## src/rtl/mips_ctrl_pkg.sv

```systemverilog
// Shared encodings for the multicycle MIPS control unit and the ALU control decoder.
package mips_ctrl_pkg;

  typedef enum logic [3:0] {
    S_INIT      = 4'd0,
    S_FETCH     = 4'd1,
    S_DECODE    = 4'd2,
    S_MEM_ADDR  = 4'd3,
    S_MEM_READ  = 4'd4,
    S_MEM_WB    = 4'd5,
    S_MEM_WRITE = 4'd6,
    S_R_EXEC    = 4'd7,
    S_R_WB      = 4'd8,
    S_I_EXEC    = 4'd9,
    S_I_WB      = 4'd10,
    S_JUMP      = 4'd11
  } state_e;

  localparam logic [5:0] OP_R    = 6'b000000;
  localparam logic [5:0] OP_J    = 6'b000010;
  localparam logic [5:0] OP_ADDI = 6'b001000;
  localparam logic [5:0] OP_ORI  = 6'b001101;
  localparam logic [5:0] OP_LUI  = 6'b001111;
  localparam logic [5:0] OP_LW   = 6'b100011;
  localparam logic [5:0] OP_SW   = 6'b101011;

  localparam logic [2:0] ALUOP_RTYPE = 3'b111;
  localparam logic [2:0] ALUOP_ADD   = 3'b100;
  localparam logic [2:0] ALUOP_OR    = 3'b101;
  localparam logic [2:0] ALUOP_LUI   = 3'b011;
  localparam logic [2:0] ALUOP_IDLE  = 3'b000;

  localparam logic [1:0] SRCB_REG  = 2'b00;
  localparam logic [1:0] SRCB_FOUR = 2'b01;
  localparam logic [1:0] SRCB_IMM  = 2'b10;

  localparam logic [1:0] PCSRC_ALU  = 2'b00;
  localparam logic [1:0] PCSRC_JUMP = 2'b10;

  typedef enum logic [2:0] {K_R, K_J, K_LW, K_SW, K_IMM} op_kind_e;
  typedef enum logic [1:0] {IC_ADD = 2'd0, IC_OR = 2'd1, IC_LUI = 2'd2} imm_class_e;

  typedef struct packed {
    op_kind_e   kind;
    imm_class_e iclass;
    logic       legal;
  } op_info_t;

  function automatic logic [2:0] imm_aluop(input imm_class_e c);
    case (c)
      IC_OR:   return ALUOP_OR;
      IC_LUI:  return ALUOP_LUI;
      default: return ALUOP_ADD;
    endcase
  endfunction

endpackage

```

## src/rtl/ctrl_opcode_decode.sv

```systemverilog
// Combinational opcode classifier: instruction kind, I-type sub-op and legality.
module ctrl_opcode_decode
  import mips_ctrl_pkg::*;
(
  input  logic [5:0] opcode_i,
  output op_info_t   info_o
);

  always_comb begin
    info_o = '0;
    case (opcode_i)
      OP_R:    begin info_o.kind = K_R;   info_o.legal = 1'b1; end
      OP_J:    begin info_o.kind = K_J;   info_o.legal = 1'b1; end
      OP_LW:   begin info_o.kind = K_LW;  info_o.legal = 1'b1; end
      OP_SW:   begin info_o.kind = K_SW;  info_o.legal = 1'b1; end
      OP_ADDI: begin info_o.kind = K_IMM; info_o.iclass = IC_ADD; info_o.legal = 1'b1; end
      OP_ORI:  begin info_o.kind = K_IMM; info_o.iclass = IC_OR;  info_o.legal = 1'b1; end
      OP_LUI:  begin info_o.kind = K_IMM; info_o.iclass = IC_LUI; info_o.legal = 1'b1; end
      default: info_o.legal = 1'b0;
    endcase
  end

endmodule

```

## src/rtl/multicycle_control.sv

```systemverilog
// Multicycle MIPS main control FSM with Moore datapath controls.
// MEM_WAIT_EN adds a mem_ready handshake that stalls FETCH/MEM_READ/MEM_WRITE.
module multicycle_control
  import mips_ctrl_pkg::*;
(
  input  logic       clk,
  input  logic       reset,
  input  logic [5:0] opcode,
`ifdef MEM_WAIT_EN
  input  logic       mem_ready,
`endif
  output logic [2:0] alu_op,
  output logic       alu_src_a,
  output logic [1:0] alu_src_b,
  output logic       i_or_d,
  output logic       mem_read,
  output logic       mem_write,
  output logic       ir_write,
  output logic       pc_write,
  output logic       reg_write,
  output logic       reg_dst,
  output logic       mem_to_reg,
  output logic [1:0] pc_source,
  output logic       illegal_op,
  output logic [3:0] state
);

  state_e     state_q, state_d;
  imm_class_e iclass_q, iclass_d;
  logic       store_q, store_d;
  logic       illegal_q, illegal_d;
  logic       rdy;
  op_info_t   dec;

`ifdef MEM_WAIT_EN
  assign rdy = mem_ready;
`else
  assign rdy = 1'b1;
`endif

  ctrl_opcode_decode u_dec (
    .opcode_i (opcode),
    .info_o   (dec)
  );

  always_ff @(posedge clk) begin
    if (reset) begin
      state_q   <= S_INIT;
      iclass_q  <= IC_ADD;
      store_q   <= 1'b0;
      illegal_q <= 1'b0;
    end else begin
      state_q   <= state_d;
      iclass_q  <= iclass_d;
      store_q   <= store_d;
      illegal_q <= illegal_d;
    end
  end

  // Sub-op and load/store are captured in DECODE so later opcode changes are harmless.
  always_comb begin
    iclass_d  = iclass_q;
    store_d   = store_q;
    illegal_d = 1'b0;
    if (state_q == S_DECODE) begin
      iclass_d  = dec.iclass;
      store_d   = (dec.kind == K_SW);
      illegal_d = !dec.legal;
    end
  end

  always_comb begin
    state_d    = state_q;
    alu_op     = ALUOP_IDLE;
    alu_src_a  = 1'b0;
    alu_src_b  = SRCB_REG;
    i_or_d     = 1'b0;
    mem_read   = 1'b0;
    mem_write  = 1'b0;
    ir_write   = 1'b0;
    pc_write   = 1'b0;
    reg_write  = 1'b0;
    reg_dst    = 1'b0;
    mem_to_reg = 1'b0;
    pc_source  = PCSRC_ALU;
    case (state_q)
      S_INIT: state_d = S_FETCH;
      S_FETCH: begin
        mem_read  = 1'b1;
        ir_write  = rdy;
        pc_write  = rdy;
        alu_src_b = SRCB_FOUR;
        alu_op    = ALUOP_ADD;
        if (rdy) state_d = S_DECODE;
      end
      S_DECODE: begin
        if (!dec.legal) state_d = S_FETCH;
        else begin
          case (dec.kind)
            K_LW, K_SW: state_d = S_MEM_ADDR;
            K_R:        state_d = S_R_EXEC;
            K_IMM:      state_d = S_I_EXEC;
            K_J:        state_d = S_JUMP;
            default:    state_d = S_FETCH;
          endcase
        end
      end
      S_MEM_ADDR: begin
        alu_src_a = 1'b1;
        alu_src_b = SRCB_IMM;
        alu_op    = ALUOP_ADD;
        state_d   = store_q ? S_MEM_WRITE : S_MEM_READ;
      end
      S_MEM_READ: begin
        mem_read = 1'b1;
        i_or_d   = 1'b1;
        if (rdy) state_d = S_MEM_WB;
      end
      S_MEM_WB: begin
        reg_write  = 1'b1;
        mem_to_reg = 1'b1;
        state_d    = S_FETCH;
      end
      S_MEM_WRITE: begin
        mem_write = 1'b1;
        i_or_d    = 1'b1;
        if (rdy) state_d = S_FETCH;
      end
      S_R_EXEC: begin
        alu_src_a = 1'b1;
        alu_op    = ALUOP_RTYPE;
        state_d   = S_R_WB;
      end
      S_R_WB: begin
        reg_write = 1'b1;
        reg_dst   = 1'b1;
        state_d   = S_FETCH;
      end
      S_I_EXEC: begin
        alu_src_a = 1'b1;
        alu_src_b = SRCB_IMM;
        alu_op    = imm_aluop(iclass_q);
        state_d   = S_I_WB;
      end
      S_I_WB: begin
        reg_write = 1'b1;
        state_d   = S_FETCH;
      end
      S_JUMP: begin
        pc_write  = 1'b1;
        pc_source = PCSRC_JUMP;
        state_d   = S_FETCH;
      end
      default: state_d = S_INIT;
    endcase
  end

  assign illegal_op = illegal_q;
  assign state      = state_q;

endmodule

```

## config.mk

```make
export PLATFORM = sky130hd
export DESIGN_NAME = multicycle_control
export DESIGN_NICKNAME = d
export VERILOG_FILES = /design/src/rtl/mips_ctrl_pkg.sv /design/src/rtl/ctrl_opcode_decode.sv /design/src/rtl/multicycle_control.sv
export SDC_FILE = /design/constraint.sdc
export NUM_CORES = 1
export LEC_CHECK = 0
export ABC_AREA = 1
export CORE_MARGIN = 5
export CORE_UTILIZATION = 39
export DETAILED_ROUTE_END_ITERATION = 10
export PLACE_DENSITY = 0.78
export SLEW_MARGIN = 20
export SYNTH_ARGS = -nofsm -noshare
export SYNTH_HDL_FRONTEND = slang
export SYNTH_SLANG_ARGS = --single-unit
```

## constraint.sdc

```tcl
create_clock -name clk -period 1.15 [get_ports clk]
set_clock_uncertainty 0.05 [all_clocks]
set_input_delay 0.115 -clock clk [delete_from_list [all_inputs] [get_ports clk]]
set_output_delay 0.115 -clock clk [all_outputs]
set_load 0.02 [all_outputs]
```

# After elaboration in Yosys (flattened, before gate mapping)
# Index checks and enable logic that the tools add are counted.
[totals] regBits=8 inputBits=8 output_inout_bits=21
[classes] eq_ne=23 n_mux=20 n_bitwise=1 n_reduce_logical=16
[op_table] operator="4-bit one-hot mux with 7 select lines" n=1
[op_table] operator="6-bit by 4-bit == test with 1-bit output (second input constant)" n=3
[op_table] operator="4-bit by 3-bit == test with 1-bit output (second input constant)" n=4
[op_table] operator="4-bit == test (second input constant)" n=4
[op_table] operator="4-bit one-hot mux with 4 select lines" n=1
[op_table] operator="2-bit OR reduction" n=7
[op_table] operator="6-bit == test (second input constant)" n=2
[op_table] operator="3-bit one-hot mux with 4 select lines" n=1
[op_table] operator="1-bit 2-to-1 mux" n=10
[op_table] operator="3-bit one-hot mux with 3 select lines" n=1
[op_table] operator="3-bit OR reduction" n=3
[op_table] operator="4-bit by 2-bit == test with 1-bit output (second input constant)" n=2
[op_table] operator="2-bit one-hot mux with 2 select lines" n=2
[op_table] operator="7-bit OR reduction" n=1
[op_table] operator="3-bit by 2-bit == test with 1-bit output (second input constant)" n=2
[op_table] operator="6-bit by 2-bit == test with 1-bit output (second input constant)" n=1
[op_table] operator="6-bit logical NOT" n=1
[op_table] operator="3-bit one-hot mux with 2 select lines" n=1
[op_table] operator="6-bit OR reduction" n=1
[op_table] operator="4-bit by 1-bit == test with 1-bit output (second input constant)" n=1
[op_table] operator="4-bit logical NOT" n=1
[op_table] operator="2-bit 2-to-1 mux" n=2
[op_table] operator="4-bit 2-to-1 mux" n=1
[op_table] operator="3-bit by 1-bit == test with 1-bit output (second input constant)" n=1
[op_table] operator="6 further kinds" n=6

# Longest topological paths before layout
# Gate-level depths: netlist of the first run.
[depth] depth_word=8 ltp_mapped=9 ltp_nobuf=9

# Modules after synthesis
# From an unflattened synthesis of the first run, not the netlist that was laid out.
[hier_totals] cells_unflattened=121 area_unflattened_um2=685.7
[by_module_without_submodules] mod="multicycle_control" n_inst=1 cells_per_inst=93 area_each_um2=546.8 seq_area_each_um2=160.2
[by_module_without_submodules] mod="ctrl_opcode_decode" n_inst=1 cells_per_inst=28 area_each_um2=138.9 seq_area_each_um2=0.0

# Least setup slack after synthesis of the first run
# Ideal clock, no wire load.
[synth_path] path_type="register -> register" from="register state_q[3] (netlist: state[3])" to="register state_q[0] (netlist: state[0])" setup_ps=66 arrival_time_ps=1443 required_time_ps=1034 slack_ps=-409 path_stages_with_launch=7 n_path_buf=0 period_less_slack_ps=1559 path_cell_list="dfxtp_1 -> inv_1 -> nor2_1 -> inv_1 -> o21ai_0 -> a211oi_1 -> nor2_1"
[synth_between] elab_chain_len=3 word_cells_on_any_way=14 classes_between="eq/ne (11); mux (1); reduce/logical (2)"
[synth_lines] item="from (decl)" line_no="multicycle_control.sv:28" rtl="state_e state_q, state_d;"
[synth_lines] item="from (signal assigned)" line_no="multicycle_control.sv:53" rtl="state_q <= state_d;"
[synth_lines] item="4-bit by 3-bit == test with 1-bit output (tied with other cells)" line_no="multicycle_control.sv:86" rtl="case (state_q)"
[synth_lines] item="6-bit OR reduction (no line)"
[synth_lines] item="4-bit one-hot mux with 7 select lines (*)" line_no="multicycle_control.sv:86"
# Mark *: on every way between the ends. The rest lies on a longest branch, timed or not.
# A chain may end at the register's enable or synchronous reset.

# Worst setup path in the final report of the first run
[layout_path] from="register state_q[0] (netlist: state[0])" to="output port alu_op[2]"
[layout_between] elab_chain_len=3 word_cells_on_any_way=6 classes_between="eq/ne (4); mux (1); reduce/logical (1)"
[layout_lines] item="4-bit by 1-bit == test with 1-bit output or 4-bit by 2-bit == test with 1-bit output (tied branches)" line_no="multicycle_control.sv:86"
[layout_lines] item="2-bit OR reduction (no line)"
[layout_lines] item="3-bit one-hot mux with 3 select lines (*)" line_no="multicycle_control.sv:86"
[layout_lines] item="to (decl)" line_no="multicycle_control.sv:12" rtl="output logic [2:0] alu_op,"
# Marked as above.

==> metrics.csv, run 1 <==
stage,metric,value,unit
run_status,run_status,"finished, violations left",
run_status,violated_checks,negative setup slack,
synth,yosys.area_share.xor_xnor,0,
global_routing,first_global_vias,866,
power_and_ir_drop,p_per_area,656,mW/mm²
critical_path,path_class,reg2out,
global_routing,global_route.peak_usage_layer,met2,
timing,period_utilization_post_route,1.31,
clock_network,cts_made_buffers,3,
power_and_ir_drop,sw_frac_of_total,0.354,
finish,final_cells,177,
floorplan,core_area,0.00147,mm²
timing,rsz0062_at_grt,true,
floorplan,boundaryPins,29,
min_path,min_path_cells,2,
drt,drc,0,
critical_path,r2r_start,state[0]$_SDFF_PP0_,
power_and_ir_drop,p_leak,0.669,nW
synth,synth_cell_types,22,
clock_network,clock_root_buffer,sky130_fd_sc_hd__clkbuf_4,
global_routing,grt_antenna_before_repair,0,
synth,synth_cells,102,
synth,ys_async_sr_fraction,0,
critical_path,worstReg2RegEnd,state[3]$_SDFF_PP0_,
drt,finalWirelength,2.76,mm
global_routing,met2_usage,0.370,
power_and_ir_drop,internal-power,568,µW
floorplan,die_w,49.0,µm
synth,yosysMostFrequentCell,sky130_fd_sc_hd__nand2_1,
timing,timing_hold_violations_final,0,
place,dp.cells,167,
drt,count_of_routing_violations_after_the_opening_detailed_route_iteration,9,
synth,cell_types_occupying_the_most_area_after_synthesis,"sky130_fd_sc_hd__dfxtp_1 (27%), sky130_fd_sc_hd__nand2_1 (13%), sky130_fd_sc_hd__nor2_1 (13%)",
clock_network,cts-root-to-sink-buffers,2,
critical_path,worstSetupStartpointType,flip-flop,
global_routing,pin_count_of_the_biggest_net_entering_global_routing,9,
synth,synth.top_cells.by_count,"sky130_fd_sc_hd__nand2_1 (21), sky130_fd_sc_hd__nor2_1 (20), sky130_fd_sc_hd__inv_1 (18)",
clock_network,hold_buffers,0,
synth,synthMuxAreaShare,0,
global_routing,grtUsageMet1,0.156,
synth,yosys.area.top_type,sky130_fd_sc_hd__dfxtp_1,
finish,final_nets,173,
synth,yosys_warnings,0,
finish,ff_latch_area,175,µm²
synth,synth-compound-area-share,0.146,
min_path,hp-start,store_q$_SDFFE_PP0P_,
power_and_ir_drop,comb_power_share,0.412,
synth,synth_seq_area_share,0.270,
power_and_ir_drop,clock_power_share,0.256,
floorplan,die_area,0.00240,mm²
clock_network,tritoncts_num_sinks,8,
drt,via_total_after_detailed_routing,930,
synth,synth_area,593,µm²
critical_path,critPathRequiredTime,0.99,ns
floorplan,die_y,49.0,µm
floorplan,start_util,0.403,
finish,antenna_cells,0,
synth,synth_enable_flop_cells,0,
synth,synth_adder_area_share,0.0422,
clock_network,worst_setup_hold_path_clk_slew,0.06,ns
job,drv_cap,0,
drt,detail-route-antenna-nets,0,
synth,synthFlopType,sky130_fd_sc_hd__dfxtp_1,
synth,dominant_combinational_cell_family_by_area_after_synthesis,simple AND/OR/NAND/NOR gates,
place,globalplace.congestion,0.844,
drt,drt_pre_antenna_iters,4,
timing,fmax,0.664,GHz
critical_path,cp-end-kind,output port,
finish,layout.filler_cells,63,
synth,post_synth_and_or_nand_nor_area_fraction,0.371,
place,place_hpwl,1.57,mm
timing,setup-violations-final,24,
drt,vias_per_cell,5.25,
min_path,holdCritPathClass,reg2reg,
global_routing,grt_first_pass_wirelength,3.43,mm
timing,fin_tns_setup,-4.71,ns
finish,post-route-util,0.911,
timing,layout_min_cycle_time,1.51,ns
finish,layout-drive-gt1-share,0.634,
floorplan,rows,14,
finish,multi_input_gate_area,520,µm²
critical_path,timing.critical_path.arrival,1.34,ns
power_and_ir_drop,total_switching_power,311,µW
place,port_buffers,27,
drt,wire_per_inst,15.6,µm
synth,synthDominantCellAreaShare,0.270,
timing,final-max-slew-violation-count,0,
clock_network,htree_levels,1,
global_routing,globalRouteTotalUtil,0.180,
critical_path,worst-r2r-setup-slack,-0.20,ns
critical_path,reg2reg_depth,8,
power_and_ir_drop,largest_voltage_drop_on_the_vdd_net,0.641,mV
synth,post_synth.cell_area_avg,5.81,µm²
critical_path,crit_path_max_fanout,4,
clock_network,clkLatencyLatePin,0.25,ns
min_path,hold_path_end,store_q$_SDFFE_PP0P_,
global_routing,global_route.overflow_total,0,
power_and_ir_drop,p_seq_frac,0.332,
synth,synth-seq-cells,8,
timing,finalWorstSetupSlack,-0.357,ns
finish,area_growth,126,%
synth,syn_nets,112,
clock_network,cts_tree,yes,
global_routing,met3_track_utilization_from_global_routing,0.0214,
[worst max-delay path by stage]
stage	endpoint	slack [ns]	start
floorplan	alu_op[2]	-0.18	state[0]$_SDFF_PP0_
global placement	alu_op[2]	-0.50	state[3]$_SDFF_PP0_
detailed placement	alu_op[2]	-0.57	state[3]$_SDFF_PP0_
CTS	alu_op[2]	-0.31	state[3]$_SDFF_PP0_
global route	alu_op[2]	-0.42	state[0]$_SDFF_PP0_
finish	alu_op[2]	-0.36	state[0]$_SDFF_PP0_
[per-stage QoR]
step / hold WS [ns] / power [mW] / cell area (µm²) / setup WS, ns
floorplan: 0.208 / 0.436 / 623 / -0.176
global placement: 0.416 / 0.573 / 1080 / -0.501
detailed placement: 0.417 / 0.581 / 1080 / -0.566
CTS: 0.429 / 0.810 / 1200 / -0.311
global route: 0.466 / 0.909 / 1340 / -0.423
finish: 0.438 / 0.880 / 1340 / -0.357
[power groups by stage]
| stage | Clock (mW) | Sequential, mW | Combinational [mW] |
|---|---|---|---|
| 2_1_floorplan | 0 | 0.313 | 0.123 |
| 3_3_place_gp | 0 | 0.298 | 0.275 |
| 3_5_place_dp | 0 | 0.299 | 0.282 |
| 4_1_cts | 0.207 | 0.293 | 0.310 |
| 5_1_grt | 0.232 | 0.294 | 0.383 |
| 6_report | 0.225 | 0.292 | 0.362 |
[area by class of cell]
type,instances,area share
Clock buffer,3,0.0168
Inverter,21,0.0626
Multi-Input combinational cell,70,0.388
Sequential cell,8,0.131
Tap cell,16,0.0149
Timing Repair Buffer,59,0.387
[per-layer routing]
layer / vias to the layer above / part of all wire
li1: 438 / -
met4: 0 / 0.054
met1: 431 / 0.35
met3: 16 / 0.045
met5: - / 0
met2: 45 / 0.55
[critical path, cell delays in order, from the launching register on]
cell and delay, ns:
sky130_fd_sc_hd__dfxtp_4 0.35, sky130_fd_sc_hd__inv_2 0.05, sky130_fd_sc_hd__nor2_4 0.11, sky130_fd_sc_hd__inv_2 0.07, sky130_fd_sc_hd__nor2_4 0.11, sky130_fd_sc_hd__inv_2 0.06, sky130_fd_sc_hd__o211ai_1 0.16, sky130_fd_sc_hd__buf_4 0.17
[sequential cells by signal (all words and copies together) (netlist names)]
signal,count
iclass_q,2
state,4
illegal_op,1
store_q,1
[placed cells by master (no fill, tap or decap), drive strengths merged, types with 2 or more instances in the layout]
master         Yosys  routed
buf                3      50
nor2              23      23
nand2             22      22
inv               21      21
dfxtp              8       8
clkdlybuf4s50      0       7
o21ai              6       6
nand3              5       5
clkbuf             0       3
a21oi              3       3
a211oi             2       2
ha                 2       2
dlygate4sd2        0       2
a31oi              2       2
[logic make-up (layout without fill, tap and decap cells)]
logic type      after synthesis  count (layout)
simple gates                 52              52
buf+inv                      24              83
flops                         8               8
compound gates               15              15
fa+ha+maj                     2               2
other cells                   1               1
[what timing repair did]
item	CTS	global route
gates resized for setup	121	37
buffers inserted	4	3
endpoints found under the setup margin	28	26
pin swaps	11	3
Note: power is estimated with default switching activity, not from simulation.
==> run 2, diff against run 1 <==
--- a/config.mk
+++ b/config.mk
@@ -7,10 +7,12 @@
 export LEC_CHECK = 0
 export ABC_AREA = 1
 export CORE_MARGIN = 5
-export CORE_UTILIZATION = 39
+export CORE_UTILIZATION = 41
+export CTS_BUF_LIST = sky130_fd_sc_hd__clkbuf_8 sky130_fd_sc_hd__clkbuf_16
 export DETAILED_ROUTE_END_ITERATION = 10
 export PLACE_DENSITY = 0.78
 export SLEW_MARGIN = 20
 export SYNTH_ARGS = -nofsm -noshare
 export SYNTH_HDL_FRONTEND = slang
+export SYNTH_HIERARCHICAL = 1
 export SYNTH_SLANG_ARGS = --single-unit
==> run 2 against run 1 <==
Against the previous run:
- the flow now stops in global routing (5_1_grt)
- synthesized area up 16%
- synthesized cell count increased by 19%
==> metrics.csv, run 2 <==
stage,metric,value,unit,change
run_status,stop_stage,global routing (5_1_grt),,
place,globalplace.congestion,0.884,,+4.8%
synth,yosys_warnings,6,,+6
clock_network,cts-root-to-sink-buffers,2,,unchanged
global_routing,grt_antenna_before_repair,0,,
synth,yosys.area_share.xor_xnor,0,,unchanged
synth,synth.top_cells.by_count,"sky130_fd_sc_hd__nand2_1 (30), sky130_fd_sc_hd__nor2_1 (24), sky130_fd_sc_hd__inv_1 (20)",,
synth,synth-compound-area-share,0.0675,,-0.0781
floorplan,boundaryPins,29,,unchanged
floorplan,rows,14,,unchanged
synth,synthDominantCellAreaShare,0.234,,-0.0365
synth,dominant_combinational_cell_family_by_area_after_synthesis,simple AND/OR/NAND/NOR gates,,
synth,synth_seq_area_share,0.234,,-0.0365
clock_network,clock_root_buffer,sky130_fd_sc_hd__clkbuf_8,,
synth,synth_area,686,µm²,+16%
synth,post_synth.cell_area_avg,5.67,µm²,-2.5%
global_routing,pin_count_of_the_biggest_net_entering_global_routing,7,,
clock_network,cts_made_buffers,3,,unchanged
place,place_hpwl,1.78,mm,+13%
synth,synth_enable_flop_cells,0,,unchanged
clock_network,hold_buffers,0,,unchanged
place,placed_cell_area,0.00119,mm²,+9.7%
floorplan,die_y,50.9,µm,+3.9%
synth,syn_nets,131,,+17%
place,dp.cells,185,,+11%
synth,cell_types_occupying_the_most_area_after_synthesis,"sky130_fd_sc_hd__dfxtp_1 (23%), sky130_fd_sc_hd__nand2_1 (16%), sky130_fd_sc_hd__nor2_1 (13%)",,
synth,synth_cells,121,,+19%
run_status,run_status,stopped before the end,,
synth,yosys.area.top_type,sky130_fd_sc_hd__dfxtp_1,,
timing,worstEndpointGrtRepair,alu_op[2],,
clock_network,tritoncts_num_sinks,8,,unchanged
synth,synthMuxAreaShare,0,,unchanged
floorplan,die_w,50.9,µm,+3.9%
synth,post_synth_and_or_nand_nor_area_fraction,0.515,,+0.143
place,port_buffers,27,,unchanged
clock_network,htree_levels,1,,unchanged
timing,worstEpCategory,primary output,,
floorplan,start_util,0.445,,+0.0417
synth,ys_async_sr_fraction,0,,unchanged
run_status,first-error,[ERROR DPL-0033] detailed placement checks failed during check placement.,,
synth,synth_cell_types,21,,-4.5%
synth,synth_adder_area_share,0.0365,,-0.00570
synth,synth-seq-cells,8,,unchanged
synth,yosysMostFrequentCell,sky130_fd_sc_hd__nand2_1,,
synth,synthFlopType,sky130_fd_sc_hd__dfxtp_1,,
[run 2: changes by cell type after synthesis, sizes merged]
cell,before,now
nand2,22,34
nor2,23,29
nand3,5,9
inv,21,24
a211oi,2,0
a31oi,2,0
buf,3,1
nand4,0,2
a21oi,3,2
nor3,1,2
o21ai,6,5
o22ai,1,0
[run 2: what timing repair did]
| item | 4_1_cts |
|---|---|
| buffers inserted | 5 |
| cloned | 0 |
| gates resized for setup | 140 |
| endpoints found under the setup margin | 28 |
| pin swaps | 14 |
| hold endpoints to repair | 0 |
[run 2: metrics by stage]
step | hold slack [ns] | utilization | setup slack [ns] | TNS (ns)
global placement | 0.416 | 0.770 | -0.468 | -8.84
floorplan | 0.128 | - | -0.0969 | -0.344
CTS | 0.355 | 0.874 | -0.249 | -2.77
detailed placement | 0.426 | 0.770 | -0.531 | -9.83
[run 2: cell families after synthesis]
| logic type | Yosys count |
|---|---|
| other | 1 |
| and+or+nand+nor | 77 |
| AOI/OAI and AO/OA | 8 |
| buffers and inverters | 25 |
| DFF | 8 |
| adders and majority gates | 2 |
==> run 3, diff against run 2 <==
--- a/config.mk
+++ b/config.mk
@@ -6,11 +6,10 @@
 export NUM_CORES = 1
 export LEC_CHECK = 0
 export ABC_AREA = 1
-export CORE_MARGIN = 5
-export CORE_UTILIZATION = 41
-export CTS_BUF_LIST = sky130_fd_sc_hd__clkbuf_8 sky130_fd_sc_hd__clkbuf_16
+export CORE_AREA = 5 5 66 68
 export DETAILED_ROUTE_END_ITERATION = 10
-export PLACE_DENSITY = 0.78
+export DIE_AREA = 0 0 71 73
+export PLACE_DENSITY_LB_ADDON = 0.15
 export SLEW_MARGIN = 20
 export SYNTH_ARGS = -nofsm -noshare
 export SYNTH_HDL_FRONTEND = slang
==> run 3 against run 2 <==
Against the previous run:
- the flow now finishes, with violations (negative setup slack)
- synthesized cell count stayed put
- synthesized area unchanged
==> metrics.csv, run 3 <==
stage,metric,value,unit,change
floorplan,rows,23,,+9
clock_network,cts_made_buffers,3,,unchanged
finish,largest_register_ffs,4,,
drt,drt_pre_antenna_iters,4,,
global_routing,global_route.overflow_total,0,,
critical_path,cp-end-kind,output port,,
timing,timing.hold.ws,0.327,ns,
finish,multi_input_gate_area,651,µm²,
timing,layout_min_cycle_time,1.42,ns,
finish,layout-drive-gt1-share,0.686,,
run_status,run_status,"finished, violations left",,
floorplan,die_w,71,µm,+40%
timing,fin_tns_setup,-3.67,ns,
synth,ys_async_sr_fraction,0,,unchanged
synth,post_synth.cell_area_avg,5.67,µm²,unchanged
clock_network,tritoncts_num_sinks,8,,unchanged
clock_network,hold_buffers,0,,unchanged
finish,layout.filler_cells,401,,
floorplan,core_area,0.00380,mm²,
synth,cell_types_occupying_the_most_area_after_synthesis,"sky130_fd_sc_hd__dfxtp_1 (23%), sky130_fd_sc_hd__nand2_1 (16%), sky130_fd_sc_hd__nor2_1 (13%)",,
floorplan,die_area,0.00518,mm²,
clock_network,worst_setup_hold_path_clk_slew,0.04,ns,
finish,final_cell_area,0.00163,mm²,
synth,synthDominantCellAreaShare,0.234,,unchanged
synth,synth_seq_area_share,0.234,,unchanged
finish,antenna_cells,0,,
synth,synth-seq-cells,8,,unchanged
synth,syn_nets,131,,unchanged
floorplan,die_y,73,µm,+43%
critical_path,worstSetupStartpointType,flip-flop,,
global_routing,grt_antenna_before_repair,0,,
floorplan,start_util,0.181,,-0.264
drt,vias_per_cell,4.11,,
global_routing,pin_count_of_the_biggest_net_entering_global_routing,7,,
finish,ff_latch_area,173,µm²,
critical_path,timing.critical_path.arrival,1.26,ns,
power_and_ir_drop,p_per_area,668,mW/mm²,
finish,post-route-util,0.429,,
global_routing,grt_first_pass_wirelength,4.08,mm,
floorplan,boundaryPins,29,,unchanged
place,place_hpwl,1.97,mm,+10%
place,globalplace.congestion,0.801,,-9.5%
power_and_ir_drop,p_leak,0.824,nW,
timing,setup-violations-final,22,,
critical_path,crit_path_max_fanout,3,,
synth,synth.top_cells.by_count,"sky130_fd_sc_hd__nand2_1 (30), sky130_fd_sc_hd__nor2_1 (24), sky130_fd_sc_hd__inv_1 (20)",,
finish,area_growth,137,%,
timing,fmax,0.704,GHz,
synth,synth_area,686,µm²,unchanged
timing,finalWorstSetupSlack,-0.271,ns,
global_routing,first_global_vias,988,,
place,dp.cells,226,,+22%
clock_network,htree_levels,1,,unchanged
finish,final_nets,202,,
job,drv_cap,0,,
place,port_buffers,27,,unchanged
min_path,holdCritPathClass,in2reg,,
clock_network,cts-root-to-sink-buffers,2,,unchanged
synth,yosys.area.top_type,sky130_fd_sc_hd__dfxtp_1,,
timing,rsz0062_at_grt,true,,
clock_network,clkLatencyLatePin,0.23,ns,
finish,final_cells,241,,
drt,count_of_routing_violations_after_the_opening_detailed_route_iteration,40,,
synth,synthFlopType,sky130_fd_sc_hd__dfxtp_1,,
synth,yosys_warnings,6,,unchanged
timing,period_utilization_post_route,1.24,,
drt,detail-route-antenna-nets,0,,
run_status,violated_checks,negative setup slack,,
synth,synth_enable_flop_cells,0,,unchanged
drt,drc,0,,
critical_path,critPathRequiredTime,0.99,ns,
global_routing,globalRouteTotalUtil,0.0963,,
power_and_ir_drop,largest_voltage_drop_on_the_vdd_net,0.227,mV,
drt,via_total_after_detailed_routing,990,,
finish,most_common_library_cell_in_the_layout_ignoring_fill_and_taps,sky130_fd_sc_hd__buf_4,,
critical_path,path_class,reg2out,,
drt,finalWirelength,2.58,mm,
synth,synth_cell_types,21,,unchanged
synth,yosysMostFrequentCell,sky130_fd_sc_hd__nand2_1,,
clock_network,cts_tree,yes,,
clock_network,clock_root_buffer,sky130_fd_sc_hd__clkbuf_8,,
timing,timing_hold_violations_final,0,,
synth,synth_cells,121,,unchanged
finish,mostFrequentLayoutCells,"sky130_fd_sc_hd__buf_4 (34), sky130_fd_sc_hd__buf_6 (21), sky130_fd_sc_hd__inv_1 (14), sky130_fd_sc_hd__nand2_1 (14), sky130_fd_sc_hd__nor2_4 (12)",,
timing,final-max-slew-violation-count,0,,
place,placed_cell_area,0.00129,mm²,+9.1%
drt,wire_per_inst,10.7,µm,
## run 3: metrics by stage
stage	power, mW	worst slack (ns)
4_1_cts	1.05	-0.268
2_1_floorplan	0.457	-0.0969
5_1_grt	1.14	-0.340
3_5_place_dp	0.642	-0.543
3_3_place_gp	0.640	-0.508
6_report	1.09	-0.271
## run 3: layout make-up
cell class,instances,area share
multi-input cells,88,0.400
well taps,50,0.0384
flip-flops and latches,8,0.106
repair buffers,67,0.368
inverters,24,0.0600
clock buffers,4,0.0277
## run 3: logic make-up after synthesis
kind of cell | after synthesis | share of synthesized area
flops | 8 | 0.234
simple gates | 77 | 0.515
compound gates | 8 | 0.0675
fa+ha+maj | 2 | 0.0365
other cells | 1 | 0.00547
buf+inv | 25 | 0.142
## run 3: what timing repair did
action / in CTS / in global routing
buffers inserted: 7 / 5
pin swaps: 16 / 14
gates resized for setup: 150 / 35
setup endpoints to repair: 28 / 24
## run 3: path summary, 6_finish.rpt
check | start | endpoint | slack, ns | cells after the start
worst max-delay path | state[2]$_SDFF_PP0_ | alu_op[2] | -0.27 | 5
worst min-delay path | opcode[4] | iclass_q[1]$_SDFFE_PP0P_ | 0.33 | 4
worst max register to register | state[2]$_SDFF_PP0_ | state[3]$_SDFF_PP0_ | -0.09 | 8
worst min register to register | store_q$_SDFFE_PP0P_ | store_q$_SDFFE_PP0P_ | 0.43 | 2
## run 3: metal layers
metal  track usage  routed length (µm)  share of wire
met1        0.0906                 959           0.37
met2         0.201                1450           0.56
met3        0.0138                 140          0.054
met4        0.0438                  31          0.012
met5             0                   0              0
## run 3: worst max-delay path, cell delays in order (launching register included)
cell and delay (ns):
sky130_fd_sc_hd__dfxtp_2 0.33, sky130_fd_sc_hd__buf_12 0.13, sky130_fd_sc_hd__nor2_4 0.14, sky130_fd_sc_hd__nand2_4 0.07, sky130_fd_sc_hd__o211ai_1 0.19, sky130_fd_sc_hd__buf_4 0.17
## run 3: power by group
part	internal (mW)	switching [mW]	total, mW
sequential	0.288	0.0130	0.301
combinational	0.209	0.221	0.430
clock	0.241	0.117	0.357
